**src/rtl/jump_ctrl.sv**
```systemverilog
// Jump controller: resolves branch / call / return requests into an absolute PC jump.
// Optional PC-relative branch support is enabled by defining JUMP_CTRL_REL_EN.
module jump_ctrl #(
  parameter int D = 9,
  parameter int K = 3,
  parameter int S = 4
) (
  input  logic                       clk,
  input  logic                       reset,
  input  logic [D:0]                 prog_ctr,
  input  logic                       br_req,
  input  logic                       br_cond,
  input  logic                       call_req,
  input  logic                       ret_req,
  input  logic [K-1:0]               lut_idx,
  input  logic                       lut_we,
  input  logic [K-1:0]               lut_waddr,
  input  logic [D:0]                 lut_wdata,
`ifdef JUMP_CTRL_REL_EN
  input  logic                       rel_req,
  input  logic [7:0]                 rel_off,
`endif
  output logic                       absjump_en,
  output logic [D:0]                 target,
  output logic [$clog2(S+1)-1:0]     depth,
  output logic                       stk_ovf,
  output logic                       stk_unf
);

  localparam int AW = D + 1;
  localparam int DW = $clog2(S + 1);
  localparam int SW = $clog2(S);
  localparam int LN = 1 << K;

  logic [AW-1:0] lut_r [LN];
  logic [AW-1:0] stk_r [S];
  logic [DW-1:0] depth_r;
  logic          ovf_r;
  logic          unf_r;

  logic          jump_s;
  logic [AW-1:0] tgt_s;
  logic          push_s;
  logic          pop_s;
  logic          set_ovf_s;
  logic          set_unf_s;
  logic [AW-1:0] ret_addr_s;
  logic [DW-1:0] depth_m1_s;
  logic [SW-1:0] top_idx_s;
  logic [SW-1:0] push_idx_s;
  logic          full_s;
  logic          empty_s;

  // Stack pointer arithmetic and return-address generation
  always_comb begin
    ret_addr_s = prog_ctr + {{(AW-1){1'b0}}, 1'b1};
    depth_m1_s = depth_r - {{(DW-1){1'b0}}, 1'b1};
    top_idx_s  = depth_m1_s[SW-1:0];
    push_idx_s = depth_r[SW-1:0];
    full_s     = (depth_r == DW'(S));
    empty_s    = (depth_r == {DW{1'b0}});
  end

  // Request arbitration and jump decision (ret > call > [rel >] br)
  always_comb begin
    jump_s    = 1'b0;
    tgt_s     = {AW{1'b0}};
    push_s    = 1'b0;
    pop_s     = 1'b0;
    set_ovf_s = 1'b0;
    set_unf_s = 1'b0;
    if (ret_req) begin
      if (!empty_s) begin
        jump_s = 1'b1;
        tgt_s  = stk_r[top_idx_s];
        pop_s  = 1'b1;
      end else begin
        set_unf_s = 1'b1;
      end
    end else if (call_req) begin
      if (!full_s) begin
        jump_s = 1'b1;
        tgt_s  = lut_r[lut_idx];
        push_s = 1'b1;
      end else begin
        set_ovf_s = 1'b1;
      end
`ifdef JUMP_CTRL_REL_EN
    end else if (rel_req) begin
      // Offset is sign-extended to the address width; requires D >= 7.
      if (br_cond) begin
        jump_s = 1'b1;
        tgt_s  = prog_ctr + {{(AW-8){rel_off[7]}}, rel_off};
      end else begin
        jump_s = 1'b0;
      end
`endif
    end else if (br_req) begin
      if (br_cond) begin
        jump_s = 1'b1;
        tgt_s  = lut_r[lut_idx];
      end else begin
        jump_s = 1'b0;
      end
    end else begin
      jump_s = 1'b0;
    end
  end

  // Jump outputs are forced quiet while reset is held
  always_comb begin
    if (reset && jump_s) begin
      absjump_en = 1'b1;
      target     = tgt_s;
    end else begin
      absjump_en = 1'b0;
      target     = {AW{1'b0}};
    end
  end

  // Jump-target lookup table
  always_ff @(posedge clk or negedge reset) begin
    if (!reset) begin
      for (int i = 0; i < LN; i++) begin
        lut_r[i] <= {AW{1'b0}};
      end
    end else if (lut_we) begin
      lut_r[lut_waddr] <= lut_wdata;
    end
  end

  // Return-address register file
  always_ff @(posedge clk or negedge reset) begin
    if (!reset) begin
      for (int i = 0; i < S; i++) begin
        stk_r[i] <= {AW{1'b0}};
      end
    end else if (push_s) begin
      stk_r[push_idx_s] <= ret_addr_s;
    end
  end

  // Stack occupancy pointer
  always_ff @(posedge clk or negedge reset) begin
    if (!reset) begin
      depth_r <= {DW{1'b0}};
    end else if (push_s) begin
      depth_r <= depth_r + {{(DW-1){1'b0}}, 1'b1};
    end else if (pop_s) begin
      depth_r <= depth_m1_s;
    end
  end

  // Sticky overflow / underflow flags
  always_ff @(posedge clk or negedge reset) begin
    if (!reset) begin
      ovf_r <= 1'b0;
      unf_r <= 1'b0;
    end else begin
      if (set_ovf_s) ovf_r <= 1'b1;
      if (set_unf_s) unf_r <= 1'b1;
    end
  end

  assign depth   = depth_r;
  assign stk_ovf = ovf_r;
  assign stk_unf = unf_r;

endmodule

```
**config.mk**
```make
export PLATFORM = sky130hd
export DESIGN_NAME = jump_ctrl
export DESIGN_NICKNAME = d
export VERILOG_FILES = /design/src/rtl/jump_ctrl.sv
export SDC_FILE = /design/constraint.sdc
export NUM_CORES = 1
export LEC_CHECK = 0
export ABC_AREA = 1
export ABC_CLOCK_PERIOD_IN_PS = 1960
export BUFFER_PORTS_ARGS = -buffer_cell sky130_fd_sc_hd__buf_2
export CAP_MARGIN = 20
export CORE_MARGIN = 3
export CORE_UTILIZATION = 60
export DETAILED_ROUTE_END_ITERATION = 10
export PLACE_DENSITY = 0.79
export SYNTH_ARGS = -nofsm -noshare
export SYNTH_HDL_FRONTEND = slang
export SYNTH_SLANG_ARGS = --single-unit
```
**constraint.sdc**
```tcl
create_clock -name clk -period 1.96 [get_ports clk]
set_input_delay 0.098 -clock clk [delete_from_list [all_inputs] [get_ports clk]]
set_output_delay 0.098 -clock clk [all_outputs]
set_load 0.01 [all_outputs]
```
-- Word level (Yosys, flattened, before mapping)
Index checks and enable logic that the tools add are counted.
- output and inout port bits: 16
- input port bits: 33
- word-level logic and storage cells: 70
- flip-flop bits (word level): 125
- muxes and demuxes: 36
- equal/unequal tests: 1
- reductions and logical operators: 5
- bitwise gates (word level): 4
- $add $sub $neg: 3
- order comparisons: 6
- operator list (cell ; number):
    10-bit 2-to-1 mux ; 13
    80-bit bitwise mux ; 1
    40-bit bitwise mux ; 1
    10-bit binary-select mux with 3-bit select ; 1
    10-bit demux with 3-bit select ; 1
    10-bit binary-select mux with 2-bit select ; 1
    10-bit demux with 2-bit select ; 1
    1-bit 2-to-1 mux ; 15
    10-bit by 1-bit adder with 10-bit output, second input constant ; 1
    4-bit greater-or-equal comparator, second input constant ; 2
    3-bit inverter with 4-bit output ; 2
    3-bit greater-or-equal comparator, second input constant ; 2
    3-bit 2-to-1 mux ; 2
    2-bit inverter with 3-bit output ; 2
    4-bit by 1-bit < comparator with 1-bit output, second input constant ; 1
    3-bit by 1-bit adder with 3-bit output, second input constant ; 1
    3-bit == test, second input constant ; 1
    1-bit logical AND ; 3
    3-bit zero test ; 1
    3-bit by 1-bit < comparator with 1-bit output, second input constant ; 1
    3-bit by 1-bit subtractor with 3-bit output, second input constant ; 1
    2-bit nonzero test ; 1

-- Depth between registers and ports, before layout
- depth after elaboration: 9
- mapped depth: 11

-- Worst setup path after synthesis
No wires, ideal clock.
- path type: reg2out
- from: reg depth_r[0] (netlist: depth[0])
- to: out target[1]
- path slack: 0.222 ns
- data arrival time: 1.640 ns
- cell stages (with the launch flop): 9
- buffers on the path: 2
- cells stage by stage: dfrtp_1 > inv_1 > buf_2 > ha_1 > buf_2 > a21oi_1 > o21ai_0 > nand3_1 > a21oi_1
- word-level cells in the longest chain between the ends: 8
- elaborated cells between the ends (all ways): 17
- classes of those cells: add/sub (1); eq/ne (1); mux (12); bitwise (1); reduce/logical (2)
- RTL lines (item ; line ; source):
    from (decl) ; 37 ; logic [DW-1:0] depth_r;
    from (signal assigned) ; 146 ; depth_r <= {DW{1'b0}};
    from (signal assigned) ; 148 ; depth_r <= depth_r + {{(DW-1){1'b0}}, 1'b1};
    from (signal assigned) ; 150 ; depth_r <= depth_m1_s;
    3-bit by 1-bit subtractor with 3-bit output ; 57 ; depth_m1_s = depth_r - {{(DW-1){1'b0}}, 1'b1};
    net depth_m1_s[0] ; 48 ; logic [DW-1:0] depth_m1_s;
    2-bit inverter with 3-bit output (not written as such) ; 75 ; tgt_s = stk_r[top_idx_s];
    10-bit binary-select mux with 2-bit select ; 75 ;
    10-bit 2-to-1 mux (not written as such) (2 in a row) ; 75 ;
    10-bit 2-to-1 mux ; 73 ; if (!empty_s) begin
    10-bit 2-to-1 mux ; 72 ; if (ret_req) begin
    10-bit 2-to-1 mux ; 112 ; if (reset && jump_s) begin
    to (decl) ; 24 ; output logic [D:0] target,
The timed path passes the listed nets, and every way through them passes these cells. The select of a mux whose other input is x is not followed.

-- Worst setup path after layout
- from: reg depth_r[1] (netlist: depth[1])
- to: out target[8]
- word-level cells in the longest chain between the ends: 8
- elaborated cells between the ends (all ways): 17
- classes of those cells: add/sub (1); eq/ne (1); mux (12); bitwise (1); reduce/logical (2)
- RTL lines (item ; line):
    3-bit by 1-bit subtractor with 3-bit output ; 57
    2-bit inverter with 3-bit output (not written as such) ; 75
    10-bit binary-select mux with 2-bit select ; 75
    10-bit 2-to-1 mux (not written as such) (2 in a row) ; 75
    10-bit 2-to-1 mux ; 73
    10-bit 2-to-1 mux ; 72
    10-bit 2-to-1 mux (*) ; 112
Every way passes the cells marked *; elsewhere a longest branch is shown, timed or not. The select of a mux whose other input is x is not followed.

==> flow_metrics.tcl <==
set metrics [dict create \
    fin_skew_ns 0.00563 \
    status "finished with violations" \
    path_buf_inv 3 \
    io_buffers 48 \
    worstSetupEndpointType "primary output" \
    cap_violations 0 \
    via_per_inst 5.83 \
    slowest_delay_ns 0.37 \
    die_h_um 107 \
    antenna_left 0 \
    crit_fanout 6 \
    violations "setup timing" \
    die_w_um 107 \
    period_needed_ns 2.10 \
    wire_per_inst_um 17.5 \
    num_vias 5764 \
    layout-drive-gt1-share_pct 18.1 \
    regArea_um2 3130 \
    clkLatencyLatePin_ns 0.53 \
    area_growth_syn_to_layout_pct 22.6 \
    grt_max_degree 77 \
    rows 36 \
    grt_pass1_vias 5748 \
    root_buffer "clkbuf_8" \
    ys_seq_area_share_pct 51.1 \
    synth-seq-cells 125 \
    critPathTopFamily "flip-flops" \
    io_pins 49 \
    ctsHtreeMaxLevel 4 \
    cp.depth 8 \
    antenna_found_initial 0 \
    die_area_um2 11400 \
    syn_area_um2 6120 \
    worst_pin_slew_ns 0.960 \
    antenna_cells 0 \
    r2r_setup_slack_ns 0.20 \
    rsz0062_at_grt "yes" \
    grt_pass1_wl_um 28300 \
    path_cells "inv_2, ha_4, buf_8, a21oi_2, o21ai_2, nand3_1, a21oi_2, buf_2" \
    critPathArrivalTime_ns 2.00 \
    fill_cells 673 \
    period_share_pct 107 \
    worstSetupPathType "reg -> out" \
    hold_path.class "in -> reg" \
    relSlewSlack_pct 36.0 \
    cts.sinks 125 \
    syn_nets 810 \
    cts_tree "done" \
    finalWirelength_um 17300 \
    gp_congestion 0.924 \
    cellLeakagePower_nw 3.68 \
    critPathLaunchType "register" \
    reg2reg_depth 8 \
    path_common_cell "a21oi_2" \
    grt_util_all_layers_pct 32.0 \
    path_clk_slew_ns 0.06 \
    hold_viol_final 0 \
    drtPass1Iterations 6 \
    synth_async_sr_flop_share_pct 100 \
    numCtsBuffers 17 \
    setup_ws_ns -0.138 \
    ys_warn_count 0 \
    critPathRequiredTime_ns 1.86 \
    ir_drop_mv 0.828 \
    whs_ns 0.0159 \
    setup_viol 10 \
    drv_slew 0 \
    slowest_stage "dfrtp_1" \
    drt_iter0_markers 759 \
    clockBufferDepth 2 \
    max_freq_mhz 477 \
    nNetsFinal 881 \
    synth_edf_count 0 \
    grt-ovfl-total 0 \
    multi_input_area_um2 2690 \
    holdPathStages 5 \
    synth.distinct_cells 28 \
    core-area_um2 9860 \
    post-dp-hpwl_um 10200 \
    syn_area_per_cell_um2 7.93 \
    syn_inst 771 \
    p_per_area_nw_per_um2 1420 \
    power_w 0.0106 \
    synth_flop_cell "dfrtp_1" \
    drc_errors 0 \
    initial_core_util_pct 62.0 \
]
-- cells in the final DEF (no fill, tap or decap), types with 3 or more instances in the layout --
cell type and instances:
clkinv_4 3, o21ai_2 4, xor2_1 5, dlygate4sd3_1 19
clkbuf_16 16, nor2_1 15, nand3_2 8, buf_4 22
bufinv_16 5, buf_6 3, a21oi_2 12, nor2_4 7
buf_2 47, inv_1 41, clkbuf_8 6, ha_1 5
a21oi_1 22, nand2_1 279, dfrtp_1 125, nand3_1 72
o21ai_0 92, o21ai_1 15, inv_2 10
-- tightest hold or removal path, delay by kind of cell --
family                 cells  cell delay, ns
AOI/OAI and AO/OA          1            0.07
and+or+nand+nor            1            0.06
buffers and inverters      3            0.28
-- cells in the mapped netlist (3+ instances only) --
cell type	instances	share of area [%]
o21ai_2	3	0.43
ha_1	6	1.2
clkinv_1	3	0.18
inv_2	7	0.43
buf_4	3	0.37
nand3_1	79	6.5
dfrtp_1	125	51
buf_2	12	0.98
inv_1	44	2.7
buf_6	7	1.3
nor2_4	6	1.1
xor2_1	5	0.72
o21ai_1	10	0.82
a21oi_1	34	2.8
nor2_1	15	0.92
o21ai_0	99	8.1
nand2_1	280	17
clkbuf_1	19	1.2
-- metal layers --
layer  global-route usage, %  share of wire [%]  up-vias
met2                    51.0                 49      351
li1                        -                  -     2636
met1                    43.1                 40     2731
met4                    13.3                2.5        0
met5                       0                  0        -
met3                    6.56                8.6       46
-- cell families after synthesis --
family / after synthesis / share of synthesized area (%)
AOI/OAI and AO/OA: 150 / 12.6
xor gates and xnor gates: 8 / 1.27
adders and majority gates: 6 / 1.23
buffers and inverters: 95 / 7.12
DFF: 125 / 51.1
and+or+nand+nor: 387 / 26.6
-- where the power goes --
group          switching [W]  internal, W
clock network        0.00112      0.00237
logic                0.00205      0.00133
registers           0.000425      0.00334
-- worst paths after layout --
path | startpoint | endpoint
max | depth[1]$_DFFE_PN0P_ | target[8]
min | call_req | stk_ovf$_DFFE_PN0P_
max reg2reg | depth[0]$_DFFE_PN0P_ | stk_r[18]$_DFFE_PN0P_
min reg2reg | lut_r[74]$_DFFE_PN0P_ | lut_r[74]$_DFFE_PN0P_
max in group asynchronous | reset | lut_r[47]$_DFFE_PN0P_
min in group asynchronous | reset | lut_r[58]$_DFFE_PN0P_
-- metrics by stage --
stage / setup slack (ns) / util (%) / TNS (ns) / cells / instance area (um2)
2_1_floorplan: 0.222 / - / 0 / 771 / 6120
4_1_cts: -0.0880 / 75.6 / -0.623 / 986 / 7460
6_report: -0.138 / 76.0 / -0.992 / 988 / 7500
3_3_place_gp: 0.221 / 64.9 / 0 / 925 / 6400
3_5_place_dp: 0.166 / 64.9 / 0 / 925 / 6400
5_1_grt: -0.287 / 76.0 / -1.84 / 988 / 7500
-- timing repair --
action | CTS | global route
cloned | 2 | 0
hold buffers | 19 | 0
endpoints found under the hold margin | 211 | 0
endpoints found under the setup margin | 11 | 11
gates resized for setup | 38 | 7
setup buffers | 8 | 2
pin swaps | 15 | 10
-- layout make-up --
class	instances	share of cell area [%]
clock inverters	9	2.40
well taps	133	2.22
flip-flops and latches	125	41.7
clock buffers	23	6.49
repair buffers	92	8.53
multi-input cells	552	35.9
inverters	54	2.77
-- registers in the layout, indices dropped and copies added (netlist names) --
name and cells:
stk_ovf 1, stk_unf 1, depth 3, lut_r 80
stk_r 40
(Power assumes the default switching activity.)
